<file path="src/rtl/cdb_arbiter.sv">
// Purpose: round-robin writeback arbiter; picks one completed FU result per cycle onto a one-entry CDB register.
// Latency: result granted (fu_yumi_o high) in cycle T is broadcast on cdb_*_o in cycle T+1.
// Backpressure: while the CDB register is full and cdb_ready_i is low, no yumi is issued and the outputs hold.
module cdb_arbiter #(
    parameter int NUM_FU = 4,
    parameter int XLEN   = 32,
    parameter int ROB_W  = 3
) (
    input  logic                    clk_i,
    input  logic                    reset_i,
    input  logic                    flush_i,
    input  logic [NUM_FU-1:0]       fu_valid_i,
    input  logic [NUM_FU*XLEN-1:0]  fu_result_i,
    input  logic [NUM_FU*ROB_W-1:0] fu_rob_i,
    input  logic [NUM_FU-1:0]       fu_b_taken_i,
    output logic [NUM_FU-1:0]       fu_yumi_o,
    input  logic                    cdb_ready_i,
    output logic                    cdb_valid_o,
    output logic [XLEN-1:0]         cdb_result_o,
    output logic [ROB_W-1:0]        cdb_rob_o,
    output logic                    cdb_b_taken_o
);

    localparam int PTR_W = (NUM_FU > 1) ? $clog2(NUM_FU) : 1;
    // One extra bit so rr_ptr + offset never overflows before the wrap subtract.
    localparam logic [PTR_W:0] NUM_FU_X = (PTR_W+1)'(NUM_FU);

    // Broadcast register and round-robin pointer.
    logic             cdb_valid_q,   cdb_valid_d;
    logic [XLEN-1:0]  cdb_result_q,  cdb_result_d;
    logic [ROB_W-1:0] cdb_rob_q,     cdb_rob_d;
    logic             cdb_b_taken_q, cdb_b_taken_d;
    logic [PTR_W-1:0] rr_ptr_q,      rr_ptr_d;

    // Arbitration results.
    logic             found;
    logic [PTR_W-1:0] win_idx;
    logic             grant_ok;
    logic             grant;
    logic [XLEN-1:0]  sel_result;
    logic [ROB_W-1:0] sel_rob;
    logic             sel_b_taken;

    // Search fu_valid_i from rr_ptr upward, wrapping modulo NUM_FU; first set bit wins.
    always_comb begin
        logic [PTR_W:0] idx_x;
        found   = 1'b0;
        win_idx = '0;
        idx_x   = '0;
        for (int k = 0; k < NUM_FU; k++) begin
            idx_x = {1'b0, rr_ptr_q} + (PTR_W+1)'(k);
            if (idx_x >= NUM_FU_X) begin
                idx_x = idx_x - NUM_FU_X;
            end
            if (!found && fu_valid_i[PTR_W'(idx_x)]) begin
                found   = 1'b1;
                win_idx = PTR_W'(idx_x);
            end
        end
    end

    // Grant qualification and one-hot yumi; the register can load when empty or being drained.
    always_comb begin
        grant_ok  = reset_i & ~flush_i & (~cdb_valid_q | cdb_ready_i);
        grant     = grant_ok & found;
        fu_yumi_o = '0;
        if (grant) begin
            fu_yumi_o[win_idx] = 1'b1;
        end
    end

    // Mux out the winning unit's result, tag and branch flag.
    always_comb begin
        sel_result  = '0;
        sel_rob     = '0;
        sel_b_taken = 1'b0;
        for (int i = 0; i < NUM_FU; i++) begin
            if (win_idx == PTR_W'(i)) begin
                sel_result  = fu_result_i[i*XLEN +: XLEN];
                sel_rob     = fu_rob_i[i*ROB_W +: ROB_W];
                sel_b_taken = fu_b_taken_i[i];
            end
        end
    end

    // Next-state: flush empties, grant loads and advances pointer, handshake alone empties.
    always_comb begin
        logic [PTR_W:0] nxt_x;
        cdb_valid_d   = cdb_valid_q;
        cdb_result_d  = cdb_result_q;
        cdb_rob_d     = cdb_rob_q;
        cdb_b_taken_d = cdb_b_taken_q;
        rr_ptr_d      = rr_ptr_q;
        nxt_x         = {1'b0, win_idx} + (PTR_W+1)'(1);
        if (nxt_x == NUM_FU_X) begin
            nxt_x = '0;
        end
        if (flush_i) begin
            cdb_valid_d = 1'b0;
        end else if (grant) begin
            cdb_valid_d   = 1'b1;
            cdb_result_d  = sel_result;
            cdb_rob_d     = sel_rob;
            cdb_b_taken_d = sel_b_taken;
            rr_ptr_d      = PTR_W'(nxt_x);
        end else if (cdb_ready_i && cdb_valid_q) begin
            cdb_valid_d = 1'b0;
        end
    end

    // State register with synchronous active-low reset taking priority over everything.
    always_ff @(posedge clk_i) begin
        if (!reset_i) begin
            cdb_valid_q   <= 1'b0;
            cdb_result_q  <= '0;
            cdb_rob_q     <= '0;
            cdb_b_taken_q <= 1'b0;
            rr_ptr_q      <= '0;
        end else begin
            cdb_valid_q   <= cdb_valid_d;
            cdb_result_q  <= cdb_result_d;
            cdb_rob_q     <= cdb_rob_d;
            cdb_b_taken_q <= cdb_b_taken_d;
            rr_ptr_q      <= rr_ptr_d;
        end
    end

    assign cdb_valid_o   = cdb_valid_q;
    assign cdb_result_o  = cdb_result_q;
    assign cdb_rob_o     = cdb_rob_q;
    assign cdb_b_taken_o = cdb_b_taken_q;

endmodule

</file>
<file path="config.mk">
export PLATFORM = sky130hd
export DESIGN_NAME = cdb_arbiter
export DESIGN_NICKNAME = d
export VERILOG_FILES = /design/src/rtl/cdb_arbiter.sv
export SDC_FILE = /design/constraint.sdc
export NUM_CORES = 1
export LEC_CHECK = 0
export BUFFER_PORTS_ARGS = -buffer_cell sky130_fd_sc_hd__buf_2
export CAP_MARGIN = 30
export CORE_MARGIN = 10
export CORE_UTILIZATION = 45
export CTS_BUF_LIST = sky130_fd_sc_hd__clkbuf_4
export DETAILED_ROUTE_END_ITERATION = 6
export PLACE_DENSITY = 0.94
export SLEW_MARGIN = 15
export SYNTH_ARGS = -nofsm -noshare
export SYNTH_HDL_FRONTEND = slang
export SYNTH_SLANG_ARGS = --single-unit
</file>
<file path="constraint.sdc">
create_clock -name clk_i -period 3.45 [get_ports clk_i]
set_clock_uncertainty 0.1 [all_clocks]
set_input_delay 0.1725 -clock clk_i [delete_from_list [all_inputs] [get_ports clk_i]]
set_output_delay 0.1725 -clock clk_i [all_outputs]
set_load 0.02 [all_outputs]
</file>
# Word-level counts from Yosys, hierarchy flattened
# Index checks and enable logic that the tools add are counted.
[word_totals]
register_bits = 39
latchBits = 0
ramBits = 0
romBits = 0
word_cells = 84
memories = 0
[op_classes]
addsub = 8
mul = 0
div = 0
n_lt_le_gt_ge = 10
n_eq_ne = 4
shifts = 0
mux = 38
bitwise = 7
n_reduce_logical = 12
[ops]
columns = ["operator", "count"]
rows = [
  ["32-bit 2-to-1 mux", 4],
  ["2-bit 2-to-1 mux", 9],
  ["2-bit by 3-bit < comparator with 1-bit output (second input constant)", 5],
  ["1-bit 2-to-1 mux", 15],
  ["3-bit 2-to-1 mux", 4],
  ["3-bit >= comparator (second input constant)", 3],
  ["1-bit binary-select mux with 2-bit select", 4],
  ["2-bit by 1-bit subtractor with 2-bit output (second input constant)", 4],
  ["2-bit by 1-bit adder with 3-bit output (second input constant)", 2],
  ["2-bit by 2-bit adder with 3-bit output (second input constant)", 2],
  ["1-bit logical AND", 5],
  ["2-bit equality test (second input constant)", 2],
  ["4-bit 2-to-1 mux", 1],
  ["1-bit AND", 3],
  ["3-bit equality test (second input constant)", 1],
  ["2-bit by 3-bit >= comparator with 1-bit output (second input constant)", 1],
  ["1-bit zero test", 3],
  ["1-bit inverter", 3],
  ["1-bit demux with 2-bit select", 1],
  ["2-bit by 1-bit equality test with 1-bit output (second input constant)", 1],
  ["2-bit by 1-bit >= comparator with 1-bit output (second input constant)", 1],
  ["2-bit zero test", 1],
  ["2-bit AND reduction", 1],
  ["2-bit nonzero test", 1],
  ["other kinds (2)", 2],
]

# Logic depth before layout (Yosys ltp)
[depth]
word_depth = 19
mapped_depth = 11
ltp_nobuf = 9

# Worst setup path before layout
# Ideal clock, no wire load.
[synth_path]
kind = "register -> register"
from = "register rr_ptr_q[1]"
to = "register cdb_result_q[0], in the netlist cdb_result_o[0]"
arrival_ns = 1.934
t_required_ns = 3.276
setup_slack_ns = 1.342
stages_incl_launch_ff = 12
path_buffers = 2
path_cell_list = "dfxtp_1 > a21oi_1 > o21a_1 > o22a_1 > inv_1 > ha_1 > nor2b_1 > buf_4 > buf_6 > a221oi_1 > a211o_1 > a31oi_1"
[synth_between]
elab_chain_len = 19
word_cells_on_any_way = 47
classes_between = "add/sub: 7; order compare: 4; eq/ne: 3; mux: 24; bitwise: 1; reduce/logical: 8"
[synth_rtl]
columns = ["item", "line", "text"]
rows = [
  ["start: declaration", "33", "logic [PTR_W-1:0] rr_ptr_q, rr_ptr_d;"],
  ["start signal: assignment", "124", "rr_ptr_q <= rr_ptr_d;"],
  ["parallel branches: the longest is 19 deep, another holds 2-bit by 1-bit adder with 3-bit output", "n/a", ""],
  ["end signal: assignment", "121", "cdb_result_q <= cdb_result_d;"],
  ["end: declaration", "30", "logic [XLEN-1:0] cdb_result_q, cdb_result_d;"],
]
# Several ways; the timed one is not identified. The select of a mux whose other input is x is not followed.
# A chain may end at the register's enable or synchronous reset.

# Final worst setup path
[layout_path]
from = "register rr_ptr_q[1]"
to = "register cdb_result_q[25], in the netlist cdb_result_o[25]"
# Same word-level chain as after synthesis.

==> impl_metrics.yaml <==
flow_run:
  cap_violations: 0
critical_path:
  cp-end-kind: "flip-flop"
  required_ns: 3.62
  critPathBufInv: 2
  arrival_ns: 2.62
  critPathKind: "reg -> reg"
  crit_family: "compound AO/OA/AOI/OAI gates"
  startpoint_type: "flip-flop"
  slowest_stage: "dfxtp_1"
  slowest_delay_ns: 0.43
  r2r_cells: 9
  crit_path_max_fanout: 22
  path_cells: "mux2i_1, o221ai_1, inv_1, ha_1, nor2b_2, buf_4, a221oi_1, a211o_1, a31oi_1"
  cp.depth: 9
power:
  p_leak_nw: 1.97
  power_w: 0.00129
  vdd_ir_drop_max_mv: 0.180
  power.density_mw_per_mm2: 334
detailed_routing:
  routed_wl_microns: 10900
  vias_per_cell: 5.69
  drt_iter0_markers: 180
  wire_per_inst_microns: 18.1
  drtAntennaViolNets: 0
  vias: 3423
  first_pass_iters: 5
  drcViolationCount: 0
layout:
  utilization: 0.700
  fillers: 446
  syn_to_final_growth_pct: 50.6
  seq_area_sq_um: 781
  final_cells: 602
  nNetsFinal: 686
  multiInputGateArea_sq_mm: 0.00142
  final_layout_size_suffix_gt1_frac: 0.405
clocking:
  cts_tree: "done"
  clockBufferDepth: 2
  clock-sinks: 39
  cts_buffers: 5
  h-tree-depth: 2
  post_cts_buffers: 0
  cts_resized: 0
  clk-insertion-delay-late_ns: 0.34
  clk_pin_slew_ns: 0.11
  cts-hold-fix-buffers: 32
  clock-root-buffer: "clkbuf_4"
yosys:
  netlist_area_sq_mm: 0.00256
  syn_nets: 480
  syn_avg_cell_area_sq_um: 7.89
  yosys_warnings: 0
  ys_seq_area_frac: 0.305
  synthFlopType: "dfxtp_1"
  synth_cells: 324
  synth_seq_cells: 39
  synth_edf_count: 0
  synth_area_leaders: "dfxtp_1, a211o_1, a221oi_1, a31oi_1, inv_1"
  async_reset_ff_frac: 0
  ys_types: 27
  synth.top_cell.area_share: 0.305
  yosysTopAreaCell: "dfxtp_1"
global_route:
  grt.busiest_layer: "met2"
  use_met2: 0.386
  grt_max_degree: 41
  grt_usage: 0.226
  grt_overflow_total: 0
  grt_use_met1: 0.249
  grt_pass1_vias: 3492
  use_met3: 0.0746
  antenna_found_initial: 0
  grt_pass1_wl_microns: 16700
timing:
  slew_headroom: 0.571
  hold_viol: 0
  fin_crit_sh: 0.710
  rsz0062_at_grt: "no"
  setup-tns-final_ns: 0
  fmax_mhz: 408
  report.final.slew_viol_count: 0
  fin_ws_ns: 1.00
  layout_min_cycle_time_ns: 2.45
  setup_viol: 0
  tightestPinTransition_ns: 0.644
min_path:
  hold_depth: 3
  hp-class: "in -> reg"
place:
  hpwl_microns: 7700
  pre_cts_slack_ns: 0.998
  io_buffers: 192
  place_inst: 562
  gp_congestion: 0.951
die:
  ios: 193
  initial_core_util: 0.464
  die_h_microns: 95.4
  die_x_microns: 95.4
  die_area_sq_mm: 0.00910
  core-area_sq_mm: 0.00551
  num_rows: 27
outcome:
  status: "completed"
==> Yosys cell counts (all sizes together), types with 2 or more instances <==
cell type,n
a221oi,35
mux2i,2
nand2b,4
nand2,37
buf,19
ha,4
dfxtp,39
and2,4
inv,39
a31oi,35
o21ai,37
nor2b,2
clkbuf,17
a21oi,6
a211o,35
==> cell families (layout without fill, tap and decap cells) <==
logic type	count (synthesis)	in the layout	share of synthesized area
flip-flops	39	39	0.305
AO/OA/AOI/OAI	154	154	0.430
buffers and inverters	75	280	0.142
adder cells (fa/ha/maj)	4	4	0.0196
AND/OR/NAND/NOR	50	50	0.0959
multiplexers	2	2	0.00783
other	0	1	0
==> per-stage QoR <==
stage	area, sq um	hold WS (ns)
2_1_floorplan	2560	0.231
3_3_place_gp	3470	0.344
3_5_place_dp	3470	0.348
4_1_cts	3840	0.0000805
5_1_grt	3850	0.00528
6_report	3850	0.0168
==> sequential cells by signal, indices dropped and copies added (netlist names) <==
signal,cells
rr_ptr_q,2
cdb_b_taken_o,1
cdb_result_o,32
cdb_valid_o,1
cdb_rob_o,3
==> cells in the final DEF, fill, tap and decap left out, types with 10 or more instances in the layout <==
cell,n
buf_2,192
inv_1,39
dfxtp_1,39
nand2_1,37
a221oi_1,35
a211o_1,35
a31oi_1,35
dlygate4sd3_1,33
o21ai_0,26
o21ai_1,11
buf_4,10
==> power by group <==
group          total (W)  switching (W)  internal (W)
sequential      0.000503      0.0000174      0.000485
combinational   0.000561       0.000296      0.000266
clock           0.000222       0.000142     0.0000805
total            0.00129       0.000455      0.000831
==> worst min-delay path: stages <==
cell and delay (ns):
buf_2 0.09, nand2_1 0.07, a31oi_1 0.08
==> layout make-up <==
cell class	instances	area share
timing repair buffer	235	0.355
clock buffer	6	0.0117
sequential	39	0.203
inverter	39	0.0380
antenna	1	0.000650
tap	72	0.0234
multi-input combinational	210	0.369
==> routing by layer <==
layer	vias to the layer above	wire length, microns
met4	0	388
met2	214	5360
li1	1619	-
met3	36	1250
met1	1554	3900
met5	-	0
==> path summary, 6_finish.rpt <==
check,to,slack [ns],startpoint
worst max register to register,cdb_result_o[25],1.0,rr_ptr_q[1]
worst min-delay path,cdb_result_o[17],0.02,fu_result_i[113]
worst min register to register,cdb_b_taken_o,0.43,cdb_b_taken_o
worst max-delay path,cdb_result_o[25],1.0,rr_ptr_q[1]
(Power assumes the default switching activity.)
